## config.mk

```make
export PLATFORM = sky130hd
export DESIGN_NAME = line_window_3x3
export DESIGN_NICKNAME = d
export VERILOG_FILES = /design/src/rtl/line_window_3x3_pkg.sv /design/src/rtl/line_window_3x3_line_delay.sv /design/src/rtl/line_window_3x3.sv
export SDC_FILE = /design/constraint.sdc
export NUM_CORES = 1
export LEC_CHECK = 0
export BUFFER_PORTS_ARGS = -buffer_cell sky130_fd_sc_hd__buf_2
export CAP_MARGIN = 20
export CORE_MARGIN = 2
export CORE_UTILIZATION = 65
export DETAILED_ROUTE_END_ITERATION = 8
export HOLD_SLACK_MARGIN = 0.1
export PLACE_DENSITY_LB_ADDON = 0.15
export SYNTH_ARGS = -nofsm -noshare
export SYNTH_HDL_FRONTEND = slang
export SYNTH_SLANG_ARGS = --single-unit
```

## constraint.sdc

```tcl
create_clock -name clk -period 4.75 [get_ports clk]
set_input_delay 0.475 -clock clk [delete_from_list [all_inputs] [get_ports clk]]
set_output_delay 0.475 -clock clk [all_outputs]
set_load 0.01 [all_outputs]
```

## src/rtl/line_window_3x3_pkg.sv

```systemverilog
// Shared constants and pixel type for the 3x3 line-buffered window generator.
package line_window_3x3_pkg;

  localparam int unsigned DATA_W    = 8;
  localparam int unsigned IMG_W_DEF = 28;
  localparam int unsigned IMG_H_DEF = 28;

  typedef logic signed [DATA_W-1:0] pixel_t;

endpackage

```

## src/rtl/line_window_3x3_line_delay.sv

```systemverilog
// Enable-gated DEPTH-entry pixel delay built on a circular buffer; output is the
// entry written DEPTH accepted pixels ago (read-before-write at the pointer).
module line_delay
  import line_window_3x3_pkg::*;
#(
  parameter int unsigned DEPTH = IMG_W_DEF
) (
  input  logic   clk,
  input  logic   rst_n,
  input  logic   en_i,
  input  pixel_t din_i,
  output pixel_t dout_c
);

  localparam int unsigned PTR_W = (DEPTH > 1) ? $clog2(DEPTH) : 1;

  pixel_t           mem_q [DEPTH];
  logic [PTR_W-1:0] ptr_q;
  logic [PTR_W-1:0] ptr_d;

  assign dout_c = mem_q[ptr_q];

  always_comb begin
    ptr_d = ptr_q;
    if (en_i) begin
      ptr_d = (ptr_q == PTR_W'(DEPTH - 1)) ? '0 : ptr_q + PTR_W'(1);
    end
  end

  always_ff @(posedge clk or negedge rst_n) begin
    if (!rst_n) begin
      ptr_q <= '0;
    end else begin
      ptr_q <= ptr_d;
    end
  end

  // Storage is never reset: stale entries are overwritten before a valid window uses them.
  always_ff @(posedge clk) begin
    if (en_i) begin
      mem_q[ptr_q] <= din_i;
    end
  end

endmodule

```

## src/rtl/line_window_3x3.sv

```systemverilog
// Raster-scan 3x3 window generator: two row delays feed a shifting register
// window; completed windows are captured into output registers with valid_out.
module line_window_3x3
  import line_window_3x3_pkg::*;
#(
  parameter int unsigned IMG_W = IMG_W_DEF,
  parameter int unsigned IMG_H = IMG_H_DEF
) (
  input  logic                     clk,
  input  logic                     rst_n,
  input  logic                     valid_in,
  input  logic signed [DATA_W-1:0] data_in,
  input  logic                     clear,
  output logic signed [DATA_W-1:0] data_out0,
  output logic signed [DATA_W-1:0] data_out1,
  output logic signed [DATA_W-1:0] data_out2,
  output logic signed [DATA_W-1:0] data_out3,
  output logic signed [DATA_W-1:0] data_out4,
  output logic signed [DATA_W-1:0] data_out5,
  output logic signed [DATA_W-1:0] data_out6,
  output logic signed [DATA_W-1:0] data_out7,
  output logic signed [DATA_W-1:0] data_out8,
  output logic                     valid_out,
  output logic                     frame_done
);

  localparam int unsigned COL_W = $clog2(IMG_W);
  localparam int unsigned ROW_W = $clog2(IMG_H);

  logic [COL_W-1:0] col_q, col_d;
  logic [ROW_W-1:0] row_q, row_d;
  logic             valid_q, valid_d;
  logic             done_q, done_d;
  pixel_t           win_q [9];
  pixel_t           win_d [9];
  pixel_t           out_q [9];
  pixel_t           out_d [9];

  logic   accept_c;
  logic   col_last_c;
  logic   row_last_c;
  logic   win_ok_c;
  pixel_t line1_c;
  pixel_t line2_c;

  assign accept_c   = valid_in & ~clear;
  assign col_last_c = (col_q == COL_W'(IMG_W - 1));
  assign row_last_c = (row_q == ROW_W'(IMG_H - 1));
  assign win_ok_c   = accept_c && (row_q >= ROW_W'(2)) && (col_q >= COL_W'(2));

  line_delay #(.DEPTH(IMG_W)) u_line1 (
    .clk    (clk),
    .rst_n  (rst_n),
    .en_i   (accept_c),
    .din_i  (data_in),
    .dout_c (line1_c)
  );

  line_delay #(.DEPTH(IMG_W)) u_line2 (
    .clk    (clk),
    .rst_n  (rst_n),
    .en_i   (accept_c),
    .din_i  (line1_c),
    .dout_c (line2_c)
  );

  // Counters, window shift and output capture; clear overrides an incoming pixel.
  always_comb begin
    col_d   = col_q;
    row_d   = row_q;
    valid_d = 1'b0;
    done_d  = 1'b0;
    win_d   = win_q;
    out_d   = out_q;
    if (clear) begin
      col_d = '0;
      row_d = '0;
    end else if (valid_in) begin
      if (col_last_c) begin
        col_d = '0;
        row_d = row_last_c ? '0 : row_q + ROW_W'(1);
      end else begin
        col_d = col_q + COL_W'(1);
      end
      for (int r = 0; r < 3; r++) begin
        win_d[3*r]   = win_q[3*r+1];
        win_d[3*r+1] = win_q[3*r+2];
      end
      win_d[2] = line2_c;
      win_d[5] = line1_c;
      win_d[8] = data_in;
      valid_d  = win_ok_c;
      done_d   = col_last_c && row_last_c;
      if (win_ok_c) begin
        out_d = win_d;
      end
    end
  end

  always_ff @(posedge clk or negedge rst_n) begin
    if (!rst_n) begin
      col_q   <= '0;
      row_q   <= '0;
      valid_q <= 1'b0;
      done_q  <= 1'b0;
      for (int i = 0; i < 9; i++) begin
        win_q[i] <= '0;
        out_q[i] <= '0;
      end
    end else begin
      col_q   <= col_d;
      row_q   <= row_d;
      valid_q <= valid_d;
      done_q  <= done_d;
      win_q   <= win_d;
      out_q   <= out_d;
    end
  end

  assign data_out0  = out_q[0];
  assign data_out1  = out_q[1];
  assign data_out2  = out_q[2];
  assign data_out3  = out_q[3];
  assign data_out4  = out_q[4];
  assign data_out5  = out_q[5];
  assign data_out6  = out_q[6];
  assign data_out7  = out_q[7];
  assign data_out8  = out_q[8];
  assign valid_out  = valid_q;
  assign frame_done = done_q;

endmodule

```

### Yosys cells after proc, flatten, opt, wreduce, memory -nomap -nowiden

Memory sizes are Yosys's and may differ from the RTL's.
Cells that the tools add are included.

| operators by class | value |
|---|---|
| reduce and logical (&&, ||, !) cells | 8 |
| bitwise gates (word level) | 2 |
| muxes and demuxes | 15 |
| shift-type cells | 0 |
| equality and inequality tests | 4 |
| $add $sub $neg | 4 |
| divide/modulo/power cells | 0 |
| $mul | 0 |
| magnitude comparators | 2 |

Operator list:

| cell | count |
|---|---|
| 5-bit two-way mux | 9 |
| 5-bit by 1-bit adder with 5-bit output, second input constant | 4 |
| 5-bit == test, second input constant | 4 |
| 5-bit by 2-bit >= comparator with 1-bit output, second input constant | 2 |
| 1-bit two-way mux | 6 |
| 2-bit AND reduction | 2 |
| 2-bit nonzero test | 2 |
| 1-bit logical AND | 3 |
| 3-bit AND reduction | 1 |
| 1-bit AND | 1 |
| 1-bit NOT | 1 |

| word-level totals | value |
|---|---|
| output and inout port bits | 74 |
| latch bits | 0 |
| RAM bits | 448 |
| memories kept | 2 |
| memory bits (read-only) | 0 |
| register bits | 142 |

Memory list:

| memory | words | width | read ports | clocked after Yosys merged registers in | write ports | RTL line | RTL |
|---|---|---|---|---|---|---|---|
| u_line1.mem_q | 28 | 8 | 1 | 0 | 1 | line_window_3x3_line_delay.sv:17 | `pixel_t mem_q [DEPTH];` |
| u_line2.mem_q | 28 | 8 | 1 | 0 | 1 | line_window_3x3_line_delay.sv:17 |  |

### Depth between registers and ports, before layout

| logic depth | value |
|---|---|
| word-level depth | 6 |
| mapped depth | 8 |

### Cells and area by module

Synthesis repeated with hierarchy kept, for this count alone.

| second synthesis, totals | value |
|---|---|
| cell total of the unflattened synthesis | 1670 |
| area, all modules | 25044.0 µm² |

By module, submodules not included:

| module | cells each | area each (µm²) | instances |
|---|---|---|---|
| line_delay | 446 | 9068.7 | 2 |
| line_window_3x3 | 778 | 6906.6 | 1 |

### Worst setup path after synthesis

OpenSTA, ideal clock, no wires.

| timing | value |
|---|---|
| path kind | register -> register |
| start | reg u_line1.ptr_q[0] |
| end | mem u_line2.mem_q[0][7] in the netlist's numbering, data pin |
| cell stages (with the launch flop) | 7 |
| setup time | 0.430 ns |
| path buffers | 2 |
| data arrival time | 1.973 ns |
| slack | 2.347 ns |
| cells stage by stage | dfrtp_1 > buf_4 > buf_2 > mux2i_1 > o22ai_1 > nor4_1 > nand3_1 |

| between the ends | value |
|---|---|
| word-level cells in the longest chain between the ends | 1 |

Ends and longest elaborated chain:

| what | RTL line | RTL |
|---|---|---|
| start: declaration | line_window_3x3_line_delay.sv:18 | `logic [PTR_W-1:0] ptr_q;` |
| start signal: assignment | line_window_3x3_line_delay.sv:34 | `ptr_q <= ptr_d;` |
| memory 28 x 8 bit | - |  |
| via line1_c[7] | line_window_3x3.sv:43 | `pixel_t line1_c;` |
| end: declaration | line_window_3x3_line_delay.sv:17 |  |

The timed path passes the listed nets, and every way through them passes these cells.

### Worst setup path after layout

| timing | value |
|---|---|
| start | reg u_line1.ptr_q[0] |
| end | mem u_line2.mem_q[13][6] in the netlist's numbering, data pin |

Same word-level chain as after synthesis.

==> impl_results.md <==
- Hold Fails Final Rpt: 0
- Fin. max-slew vios: 0
- Reg area: between 15000 and 20000 µm²
- CTS max path bufs: 3
- CP Launch Type: flop
- Hold EP: col_q[2]
- Multi-input logic area: roughly 6000 µm²
- R2R Setup Slk: between 1 and 1.5 ns
- Drt pass-1 iters: 7
- Share of layout cells above drive strength 1: 0.191
- Die area: 37600 µm²
- Largest net degree at the start of global routing: 99
- Hold/Removal Path Class: in2reg
- Top cell type's share of synthesized area: 0.573
- Yosys reg bits: 590
- Power, Total: about 15 mW
- Lkg Pwr: just under 10 nW
- Core footprint: 35600 µm²
- H-tree levels: 2
- Final WL: 52.0 mm
- CTS resizes: 0
- Final nets: ~1.6k
- DRC errors left: 0
- Setup crit end kind: flop
- Worst slew pin tran: 1.18 ns
- Place WS: ~1.2 ns
- Hold depth: 2
- Status: finished, final reports clean
- Worst-path fanout max: 54
- Reg-to-reg endpoint: u_line2.mem_q[13][6]
- Crit share post-route: 0.777
- Final core occ: 0.734
- Die X: 194 µm
- Yosys warnings: 0
- Slew margin rel.: 0.206
- Placement Rows: 69
- Worst reg2reg startpoint: u_line1.ptr_q[0]
- Antenna Cells: 0
- Post-Synthesis Cells: 1457
- Dominant cells by area after synthesis: edfxtp_1 (57%), dfrtp_1 (15%), mux2i_1 (7.1%), mux2_4 (2.2%), nand2_1 (2.1%)
- DR WL/cell: between 20 and 30 µm
- I/O pin count: 86
- TritonCTS Buffers: 57
- Gpl congestion: 0.790
- Async SR Flop Fraction: 0.241
- Dominant cell type by area after synthesis: edfxtp_1
- Initial antenna violation count: 0
- Final std cells w/o fill: between 2k and 2.5k
- Clock Sink Count: 590
- Crit path kind: reg2reg
- Via count: about 13k
- First-pass GRT wire length: around 79 mm
- Initial DRC count: ~1.4k
- ANT nets after route: 0
- Fill count: ~2.1k
- P&R area growth vs syn: 11.3%
- WP data required: ~4.8 ns
- Fin Setup TNS: 0 ns
- R2R depth: 5
- Vias in the first global route: around 13k
- Yosys cell types: between 50 and 60
- Post-synth top flop: edfxtp_1
- Setup violations, final: 0
- Worst setup margin: roughly 1.1 ns
- Dpl cells: just under 2k
- RSZ-0062 raised after global routing: false
- Starting density of the core: 0.660
- Clk Latency, worst-skew pair: ~0.58 ns
- Max-cap viol count: 0
- Tmin final: 3.69 ns
- # port buffers: 85
- Vias/cell: ~6.5
- CP arrival: roughly 3.8 ns
- Avg Synthesized Cell Area: ~16 µm²
- Post-Synthesis Net Count: 1481
- Layout Skew: between 0.01 and 0.015 ns
- Seq/Total Area, Yosys: 0.725
- Number of setup buffers added after CTS: 0
- Maximum vdd drop: between 0.4 and 0.5 mV
- CTS root buffer: clkbuf_16
- Clk slew on worst S/H paths: ~0.06 ns
- Cell Area, Synth: roughly 23000 µm²
- CTS tree: yes
- Global route overflow: 0
- Height of the die: slightly below 200 µm
- Final HPWL DP: roughly 32 mm
- HP Start: clear
- Number of synthesized flops with an enable pin: 448
- Pwr dens: ~560 nW/µm²
- Max Clk Rate: ~270 MHz
- All-layer global routing usage: 0.278
[sequential cells by signal, summed over array words and instances, names as in the netlist, 5 cells and up]
register / count
u_line2.mem_q: 224
col_q: 5
data_out6: 8
data_out5: 8
data_out0: 8
u_line2.ptr_q: 5
data_out3: 8
win_q: 48
u_line1.ptr_q: 5
u_line1.mem_q: 224
row_q: 5
data_out1: 8
data_out7: 8
data_out2: 8
data_out8: 8
data_out4: 8
[report_power, final]
part	switching (mW)	internal [mW]
Sequential	0.465	6.64
Combinational	2.00	0.938
Clock	1.87	2.62
Total	4.34	10.2
[worst max-delay path, cell delays in order, from the launching register on]
cell     delay (ns)
dfrtp_4        1.03
buf_4          0.49
mux2i_1        0.27
o22ai_1        0.15
nor3_1         0.52
nand2_1        0.71
[cell families after synthesis]
family                     count (synthesis)  share of synthesized area
buffers and inverters                     90                     0.0194
DFF                                      590                      0.725
adders and majority gates                 12                    0.00640
muxes                                    263                      0.133
and+or+nand+nor                          320                     0.0658
AOI/OAI and AO/OA                        181                     0.0508
xor gates and xnor gates                   1                   0.000373
[how the worst max path moves through the flow]
stage               depth (start not counted)             start  slack [ns]                    to
floorplan                                   6  u_line1.ptr_q[0]        2.35   u_line2.mem_q[0][7]
global placement                            5  u_line1.ptr_q[0]        1.31   u_line2.mem_q[7][0]
detailed placement                          5  u_line1.ptr_q[0]        1.17   u_line2.mem_q[9][6]
CTS                                         5  u_line1.ptr_q[0]        1.05  u_line2.mem_q[20][6]
global route                                5  u_line1.ptr_q[0]        0.81  u_line2.mem_q[11][0]
finish                                      5  u_line1.ptr_q[0]        1.06  u_line2.mem_q[13][6]
[cell usage after synthesis (all sizes together), types with 7 or more instances]
| cell type | count |
|---|---|
| nand3 | 11 |
| buf | 45 |
| nor3 | 12 |
| mux4 | 20 |
| mux2i | 167 |
| or4b | 7 |
| clkbuf | 35 |
| a21oi | 24 |
| a21o | 7 |
| o21ai | 13 |
| nor2b | 10 |
| o22ai | 71 |
| edfxtp | 448 |
| a31oi | 26 |
| ha | 12 |
| inv | 10 |
| nor4 | 13 |
| nor2 | 85 |
| nand2 | 135 |
| dfrtp | 142 |
| mux2 | 76 |
[metrics by stage]
step | cell area [µm²] | hold WS (ns)
global placement | 24200 | 0.459
floorplan | 23500 | 0.179
CTS | 26100 | 0.234
finish | 26100 | 0.250
detailed placement | 24200 | 0.464
global route | 26100 | 0.250
[per-layer routing]
metal / wire length, µm / vias to the layer above / track usage
met5: 0 / - / 0
met4: 1370 / 0 / 0.0853
met3: 4150 / 97 / 0.0442
met2: 24100 / 633 / 0.426
met1: 22500 / 6767 / 0.419
li1: - / 5782 / -
[layout make-up]
| class | instances | share of cell area |
|---|---|---|
| multi-input combinational | 777 | 0.230 |
| timing repair buffer | 107 | 0.0231 |
| tap | 461 | 0.0221 |
| clock inverter | 34 | 0.0122 |
| inverter | 10 | 0.00153 |
| clock buffer | 70 | 0.0592 |
| sequential | 590 | 0.652 |
[repair_timing]
action                     in CTS  in global routing
hold buffers                    1                  0
setup endpoints to repair       0                  0
hold endpoints to repair       97                  0
[cell usage in the layout, fill, tap and decap left out, types with 14 or more instances in the layout]
| cell type | synthesis | layout |
|---|---|---|
| a31oi_1 | 26 | 26 |
| mux2_2 | 41 | 41 |
| dfrtp_1 | 142 | 139 |
| mux2i_1 | 167 | 167 |
| buf_2 | 25 | 84 |
| mux2_4 | 35 | 35 |
| nand2_1 | 134 | 134 |
| edfxtp_1 | 448 | 448 |
| buf_4 | 10 | 20 |
| clkinv_2 | 0 | 14 |
| clkbuf_16 | 0 | 57 |
| mux4_2 | 20 | 20 |
| o22ai_1 | 71 | 71 |
| nor2_1 | 85 | 85 |
| a21oi_1 | 24 | 24 |
Power figures use the tool's default switching activity.
